`config.mk`:
```
export PLATFORM = sky130hd
export DESIGN_NAME = ysyx_22040125_hazard_ctrl
export DESIGN_NICKNAME = d
export VERILOG_FILES = /design/src/rtl/ysyx_22040125_hazard_ctrl.sv
export SDC_FILE = /design/constraint.sdc
export NUM_CORES = 1
export LEC_CHECK = 0
export ABC_AREA = 1
export CAP_MARGIN = 20
export CORE_ASPECT_RATIO = 0.75
export CORE_MARGIN = 1.5
export CORE_UTILIZATION = 42
export DETAILED_ROUTE_END_ITERATION = 6
export GPL_TIMING_DRIVEN = 1
export PLACE_DENSITY = 0.87
export SLEW_MARGIN = 20
export SYNTH_ARGS = -nofsm -noshare
export SYNTH_HDL_FRONTEND = slang
export SYNTH_SLANG_ARGS = --single-unit
```
`constraint.sdc`:
```
create_clock -name clk -period 1.54 [get_ports clk]
set_input_delay 0.308 -clock clk [delete_from_list [all_inputs] [get_ports clk]]
set_output_delay 0.308 -clock clk [all_outputs]
set_load 0.01 [all_outputs]
```
`src/rtl/ysyx_22040125_hazard_ctrl.sv`:
```
// ----------------------------------------------------------------------------
// ysyx_22040125_hazard_ctrl
//
// Purpose:
//   Stall/flush controller for the 5-stage RV64 pipeline. It covers the hazards
//   that the forwarding unit cannot resolve:
//   - data-memory wait states (freeze)
//   - multi-cycle MDU operations
//   - load-use in EXE
//   - a load in MEM feeding a branch or JALR that resolves in ID
//   It also issues the IF/ID flush for an ID-stage redirect. A two-state FSM
//   tracks MDU occupancy. A watchdog forces a release if the MDU never signals
//   done, and then raises a sticky error.
//
// Parameters:
//   MDU_TIMEOUT  cycles allowed in S_MDU before a forced release (>= 2)
//   CNT_W        watchdog width, 2**CNT_W > MDU_TIMEOUT
//
// Ports:
//   clk, rst                      core clock, synchronous active-high reset
//   id_rs1/id_rs2                 ID source registers
//   id_use_rs1/id_use_rs2         ID instruction really reads that source
//   id_is_branch                  ID instruction consumes registers in ID
//   id_redirect                   ID resolved a taken branch or jump
//   exe_rd/exe_reg_wen            EXE destination and its write enable
//   exe_is_load                   EXE holds a load
//   exe_mdu_start                 pulse: an MDU op entered EXE
//   mdu_done                      pulse: MDU result valid
//   mem_rd/mem_reg_wen            MEM destination and its write enable
//   mem_is_load                   MEM holds a load
//   mem_req_valid/mem_ready       data-memory handshake
//   pc_stall                      hold PC
//   if_id_stall/if_id_flush       IF/ID register control
//   id_exe_stall/id_exe_flush     ID/EX register control
//   exe_mem_stall/exe_mem_flush   EX/MEM register control
//   mem_wb_flush                  MEM/WB register control
//   mdu_timeout                   sticky watchdog error, cleared only by rst
//
// Optional build macro:
//   HAZARD_PERF_CNT_EN  adds the stall_cycles, load_use_cnt and redirect_cnt
//                       64-bit performance counters as extra output ports.
//
// A stage register that sees stall=1 and flush=1 together must take the
// flush. All stall/flush outputs are combinational (zero-cycle latency).
// ----------------------------------------------------------------------------
module ysyx_22040125_hazard_ctrl #(
  parameter int MDU_TIMEOUT = 64,
  parameter int CNT_W       = 7
) (
  input  logic       clk,
  input  logic       rst,
  input  logic [4:0] id_rs1,
  input  logic [4:0] id_rs2,
  input  logic       id_use_rs1,
  input  logic       id_use_rs2,
  input  logic       id_is_branch,
  input  logic       id_redirect,
  input  logic [4:0] exe_rd,
  input  logic       exe_reg_wen,
  input  logic       exe_is_load,
  input  logic       exe_mdu_start,
  input  logic       mdu_done,
  input  logic [4:0] mem_rd,
  input  logic       mem_reg_wen,
  input  logic       mem_is_load,
  input  logic       mem_req_valid,
  input  logic       mem_ready,
  output logic       pc_stall,
  output logic       if_id_stall,
  output logic       if_id_flush,
  output logic       id_exe_stall,
  output logic       id_exe_flush,
  output logic       exe_mem_stall,
  output logic       exe_mem_flush,
  output logic       mem_wb_flush,
  output logic       mdu_timeout
`ifdef HAZARD_PERF_CNT_EN
  ,
  output logic [63:0] stall_cycles,
  output logic [63:0] load_use_cnt,
  output logic [63:0] redirect_cnt
`endif
);

  // Elaboration-time parameter sanity.
  if (MDU_TIMEOUT < 2) begin : g_bad_timeout
    $error("MDU_TIMEOUT must be at least 2");
  end
  if ((64'd1 << CNT_W) <= 64'(MDU_TIMEOUT)) begin : g_bad_cnt_w
    $error("CNT_W too narrow for MDU_TIMEOUT");
  end

  localparam logic [CNT_W-1:0] WD_LAST = CNT_W'(MDU_TIMEOUT - 1);
  localparam logic [CNT_W-1:0] WD_MAX  = {CNT_W{1'b1}};

  typedef enum logic {
    S_RUN = 1'b0,
    S_MDU = 1'b1
  } state_t;

  // This is the winning hazard class after priority resolution.
  typedef enum logic [2:0] {
    W_NONE   = 3'd0,
    W_REDIR  = 3'd1,
    W_DH     = 3'd2,
    W_MDU    = 3'd3,
    W_FREEZE = 3'd4
  } win_t;

  state_t           state;
  logic [CNT_W-1:0] watchdog;

  logic freeze;
  logic mdu_stall;
  logic lu;
  logic bl;
  logic dh;
  win_t win;

  // A producer matches a consumer source only when the producer writes a
  // register other than x0 and the consumer really reads that source.
  function automatic logic src_hit(input logic [4:0] rd,
                                   input logic       wen,
                                   input logic [4:0] rs,
                                   input logic       use_rs);
    return use_rs && wen && (rd != 5'd0) && (rd == rs);
  endfunction

  // Hazard detection from FSM state and stage inputs.
  always_comb begin
    freeze    = mem_req_valid && !mem_ready;
    mdu_stall = ((state == S_RUN) && exe_mdu_start) ||
                ((state == S_MDU) && !mdu_done);
    lu        = exe_is_load &&
                (src_hit(exe_rd, exe_reg_wen, id_rs1, id_use_rs1) ||
                 src_hit(exe_rd, exe_reg_wen, id_rs2, id_use_rs2));
    // The branch compares in ID, so a load still in MEM cannot be forwarded
    // in time. This gives the second bubble of a load-to-branch dependency.
    bl        = id_is_branch && mem_is_load &&
                (src_hit(mem_rd, mem_reg_wen, id_rs1, id_use_rs1) ||
                 src_hit(mem_rd, mem_reg_wen, id_rs2, id_use_rs2));
    dh        = lu || bl;

    win = W_NONE;
    if (freeze)           win = W_FREEZE;
    else if (mdu_stall)   win = W_MDU;
    else if (dh)          win = W_DH;
    else if (id_redirect) win = W_REDIR;
  end

  // Stall/flush decode of the winning condition.
  always_comb begin
    pc_stall      = 1'b0;
    if_id_stall   = 1'b0;
    if_id_flush   = 1'b0;
    id_exe_stall  = 1'b0;
    id_exe_flush  = 1'b0;
    exe_mem_stall = 1'b0;
    exe_mem_flush = 1'b0;
    mem_wb_flush  = 1'b0;
    if (rst) begin
      // Bubble every stage register and never hold during reset.
      if_id_flush   = 1'b1;
      id_exe_flush  = 1'b1;
      exe_mem_flush = 1'b1;
      mem_wb_flush  = 1'b1;
    end else begin
      case (win)
        W_FREEZE: begin
          // Freeze the whole front of the pipe. The instruction retiring from
          // MEM must not write back twice, so MEM/WB gets a bubble.
          pc_stall      = 1'b1;
          if_id_stall   = 1'b1;
          id_exe_stall  = 1'b1;
          exe_mem_stall = 1'b1;
          mem_wb_flush  = 1'b1;
        end
        W_MDU: begin
          pc_stall      = 1'b1;
          if_id_stall   = 1'b1;
          id_exe_stall  = 1'b1;
          exe_mem_flush = 1'b1;
        end
        W_DH: begin
          pc_stall      = 1'b1;
          if_id_stall   = 1'b1;
          id_exe_flush  = 1'b1;
        end
        W_REDIR: begin
          if_id_flush   = 1'b1;
        end
        default: ;
      endcase
    end
  end

  // MDU occupancy FSM and watchdog.
  always_ff @(posedge clk) begin
    if (rst) begin
      state       <= S_RUN;
      watchdog    <= '0;
      mdu_timeout <= 1'b0;
    end else begin
      case (state)
        S_RUN: begin
          // The start is not taken during a freeze because EXE is being held.
          // An mdu_done pulse seen here is stray and is ignored.
          if (exe_mdu_start && !freeze) begin
            state    <= S_MDU;
            watchdog <= '0;
          end
        end
        S_MDU: begin
          // The watchdog keeps counting through freezes, and a done pulse is
          // honoured during a freeze because the MDU holds its result.
          if (watchdog != WD_MAX) begin
            watchdog <= watchdog + CNT_W'(1);
          end
          if (watchdog == WD_LAST) begin
            state       <= S_RUN;
            mdu_timeout <= 1'b1;
          end else if (mdu_done) begin
            state <= S_RUN;
          end
        end
        default: state <= S_RUN;
      endcase
    end
  end

`ifdef HAZARD_PERF_CNT_EN
  // Performance counters.
  always_ff @(posedge clk) begin
    if (rst) begin
      stall_cycles <= '0;
      load_use_cnt <= '0;
      redirect_cnt <= '0;
    end else begin
      if (pc_stall) begin
        stall_cycles <= stall_cycles + 64'd1;
      end
      if (win == W_DH) begin
        load_use_cnt <= load_use_cnt + 64'd1;
      end
      if (win == W_REDIR) begin
        redirect_cnt <= redirect_cnt + 64'd1;
      end
    end
  end
`endif

endmodule

```
==> flow_summary.yaml <==
setup_path:
  crit_fanout: 3
  worst_ep_arrival_time_ns: 1.37
  startpoint_type: "primary input"
  regToRegEndpoint: "watchdog[3]"
  critical_path_class: "in2out"
  critical_path.startpoint: "id_rs2[4]"
  timing.critical_path.required_ns: 1.23
  reg2reg_from: "watchdog[1]"
  path_depth: 12
  timing.critical_path.mode_cell: "sky130_fd_sc_hd__nand2_1"
  slowest_delay_ns: 0.20
  worst_path_max_delay_cell: "sky130_fd_sc_hd__clkdlybuf4s15_1"
  worst-r2r-cell-count: 9
  ff2ff_setup_slack_ns: 0.14
  worst_setup_path_end_kind: "output port"
  cell_by_cell_trace_of_the_critical_path: "clkdlybuf4s15_1 > inv_1 > nand2_1 > nand2_1 > nor2_2 > nand3_1 > nand2_1 > nand2_2 > nand3_2 > nand2_1 > inv_1 > buf_2"
  critPathTopFamily: "simple AND/OR/NAND/NOR gates"
  worst-path-buf-inv: 4
floorplanning:
  floorplan.die.height_um: 44.67
  num_io_pins: 43
  core_region_area_sq_um: 2102
  initial_utilization: 0.4625
  placement_rows: 14
  fp.dieW_um: 58.56
  fp.dieArea_sq_um: 2615
cts:
  htree_levels: 1
  cts_hold_buf: 0
  clock_latency_ns: 0.28
  cts.clk_slew.worst_paths_ns: 0.07
  clk_root_buffer_cell: "sky130_fd_sc_hd__clkbuf_4"
  cts-buffers-inserted: 3
  numClockSinks: 9
  cts_tree: "built"
  cts_buffer_depth: 2
layout:
  fin_cells: 264
  final_layout_size_suffix_gt1_frac: 0.3458
  nNetsFinal: 276
  area_growth_syn_to_layout_pct: 51.61
  n_antenna_cell: 0
  layout.core_utilization: 0.7012
sta:
  final_max_slew_viol_count: 0
  fin_crit_sh: 1.088
  timing.final.ws_setup_ns: -0.1354
  post-route-min-period_ns: 1.675
  timing.clock.skew_ns: 0.01342
  grt_setup_unrepaired: "yes"
  worstMarginPinSlew_ns: 0.2062
  setup_violations: 5
  finalHoldViolCount: 0
  fmax_mhz: 596.9
  maxSlewHeadroom: 0.8623
  setup-tns-final_ns: -0.6124
logic_synthesis:
  synth.avg_cell_area_sq_um: 5.342
  yosysTopAreaCellShare: 0.2510
  synth.yosys.seq_area_share: 0.1853
  synth_largest_area_cell: "sky130_fd_sc_hd__nand2_1"
  largest_cells_by_area_after_synthesis: "sky130_fd_sc_hd__nand2_1 (25%), sky130_fd_sc_hd__dfxtp_1 (19%), sky130_fd_sc_hd__inv_1 (12%)"
  syn-instance-count: 182
  postSynthNetCount: 217
  ys_ff_latch: 9
  yosys.cell_types.count: 22
  synthesis.yosys.warnings: 0
  synth.cell_area_sq_um: 972.2
global_routing:
  global_route.overflow_total: 0
  first_global_vias: 1164
  initial_antenna_violation_count: 0
  grt_first_pass_wirelength_mm: 5.112
  grt_util_all_layers: 0.2608
  grt_start_max_net_pins: 8
worst_hold_path:
  hold_path_depth: 2
  holdPathEnd: "mdu_timeout"
  hold_path.startpoint: "mdu_timeout"
  min-delay-path-class: "reg2reg"
power:
  vdd_drop_max_v: 0.0003294
  power_leakage_nw: 0.8097
  pwr_density_cell_nw_per_um2: 507.5
detailed_routing:
  firstDrtPassIters: 5
  dr_total_vias: 1314
  drt.antenna.violating_nets: 0
  drt-total-wl_mm: 3.126
  routed_wire_length_per_instance_um: 11.84
  remaining_design_rule_violation_count: 0
  dr.first_iter.drc_count: 62
  via_per_inst: 4.977
run:
  max_cap_viol_count: 0
run_status:
  failed_checks: "negative setup slack"
  status: "finished with violations"
place:
  place_ws_ns: -0.8684
  place.port_buffers: 42
  post_detail_place_hpwl_mm: 2.430
  numPlacedInstances: 258
  globalplace.congestion: 0.9237
state kept, by name, indices dropped and copies added (netlist names):
register     count
state            1
mdu_timeout      1
watchdog         7
layout by cell type (no fill, tap or decap), types with 3 or more instances in the layout:
master                             n
sky130_fd_sc_hd__buf_2            14
sky130_fd_sc_hd__o21ai_0           5
sky130_fd_sc_hd__xor2_1            4
sky130_fd_sc_hd__nand2_2           9
sky130_fd_sc_hd__nor2_2            3
sky130_fd_sc_hd__clkbuf_2         11
sky130_fd_sc_hd__dlygate4sd2_1     5
sky130_fd_sc_hd__inv_2            13
sky130_fd_sc_hd__nor2_1           20
sky130_fd_sc_hd__a21oi_2           4
sky130_fd_sc_hd__nor2_4            3
sky130_fd_sc_hd__dfxtp_1           8
sky130_fd_sc_hd__clkbuf_4          3
sky130_fd_sc_hd__clkdlybuf4s50_1   7
sky130_fd_sc_hd__clkdlybuf4s15_1   4
sky130_fd_sc_hd__nand3_1          11
sky130_fd_sc_hd__buf_4            14
sky130_fd_sc_hd__nand4_1           5
sky130_fd_sc_hd__a21oi_1           3
sky130_fd_sc_hd__inv_1            19
sky130_fd_sc_hd__nand2_1          60
worst register-to-register path, delay by kind of cell, from the launching register on:
family | cells | cell delay [ns]
adder cells (fa/ha/maj) | 1 | 0.20
AND/OR/NAND/NOR | 6 | 0.58
buffers and inverters | 1 | 0.08
AO/OA/AOI/OAI | 1 | 0.12
flip-flops | 1 | 0.37
per-stage QoR:
stage / area (sq um) / power (mW) / hold WS, ns
floorplan: 972.2 / 0.3828 / 0.4425
global placement: 1496 / 0.5557 / 0.4452
detailed placement: 1496 / 0.5595 / 0.4444
CTS: 1525 / 0.7448 / 0.4549
global route: 1474 / 0.7985 / 0.4760
finish: 1474 / 0.7480 / 0.4538
worst max-delay path by stage:
stage / slack, ns / to
detailed placement: -0.87 / pc_stall
finish: -0.14 / if_id_stall
global placement: -0.86 / pc_stall
global route: -0.21 / if_id_flush
floorplan: 0.07 / pc_stall
CTS: -0.14 / if_id_flush
final cells by class:
type / instances / area (sq um)
Multi-Input combinational cell: 137 / 698.2
Fill cell: 193 / 628.1
Inverter: 33 / 128.9
Clock buffer: 4 / 26.28
Tap cell: 24 / 30.03
Timing Repair Buffer: 57 / 406.6
Sequential cell: 9 / 183.9
power breakdown:
group	switching (mW)	internal (mW)	leakage (nW)
registers	0.00530	0.237	0.0735
clock network	0.0954	0.100	0.0150
logic	0.168	0.142	0.721
total	0.269	0.479	0.810
synthesized netlist by cell type:
library cell / instances
sky130_fd_sc_hd__nand2_1: 65
sky130_fd_sc_hd__inv_1: 32
sky130_fd_sc_hd__nor2_1: 26
sky130_fd_sc_hd__nand3_1: 12
sky130_fd_sc_hd__dfxtp_1: 9
sky130_fd_sc_hd__o21ai_0: 6
sky130_fd_sc_hd__nand4_1: 5
sky130_fd_sc_hd__a21oi_1: 4
sky130_fd_sc_hd__a21oi_2: 4
sky130_fd_sc_hd__nand2_2: 4
sky130_fd_sc_hd__xor2_1: 4
sky130_fd_sc_hd__a31o_2: 1
sky130_fd_sc_hd__buf_2: 1
sky130_fd_sc_hd__buf_4: 1
sky130_fd_sc_hd__buf_6: 1
sky130_fd_sc_hd__clkinv_4: 1
sky130_fd_sc_hd__ha_1: 1
sky130_fd_sc_hd__nand2_4: 1
sky130_fd_sc_hd__nand3b_1: 1
sky130_fd_sc_hd__nor3_2: 1
sky130_fd_sc_hd__o21ai_1: 1
sky130_fd_sc_hd__or2_1: 1
repair_timing:
item / in CTS / in global routing
endpoints found under the setup margin: 14 / 6
setup buffers: 2 / 0
gates resized for setup: 103 / 38
pin swaps: 19 / 14
metal layers:
metal / share of wire / wire length (um) / track usage
met1: 0.46 / 1437 / 0.3625
met5: 0 / 0 / 0
met4: 0.020 / 61 / 0.09302
met3: 0.091 / 284 / 0.06140
met2: 0.43 / 1342 / 0.3933
cell families after synthesis:
logic type	count (synthesis)	share of synthesized area
buffers and inverters	36	0.1570
flip-flops	9	0.1853
AND/OR/NAND/NOR	116	0.5071
XOR/XNOR	4	0.03603
adder cells (fa/ha/maj)	1	0.01287
AO/OA/AOI/OAI	16	0.1017
Power figures use the tool's default switching activity.
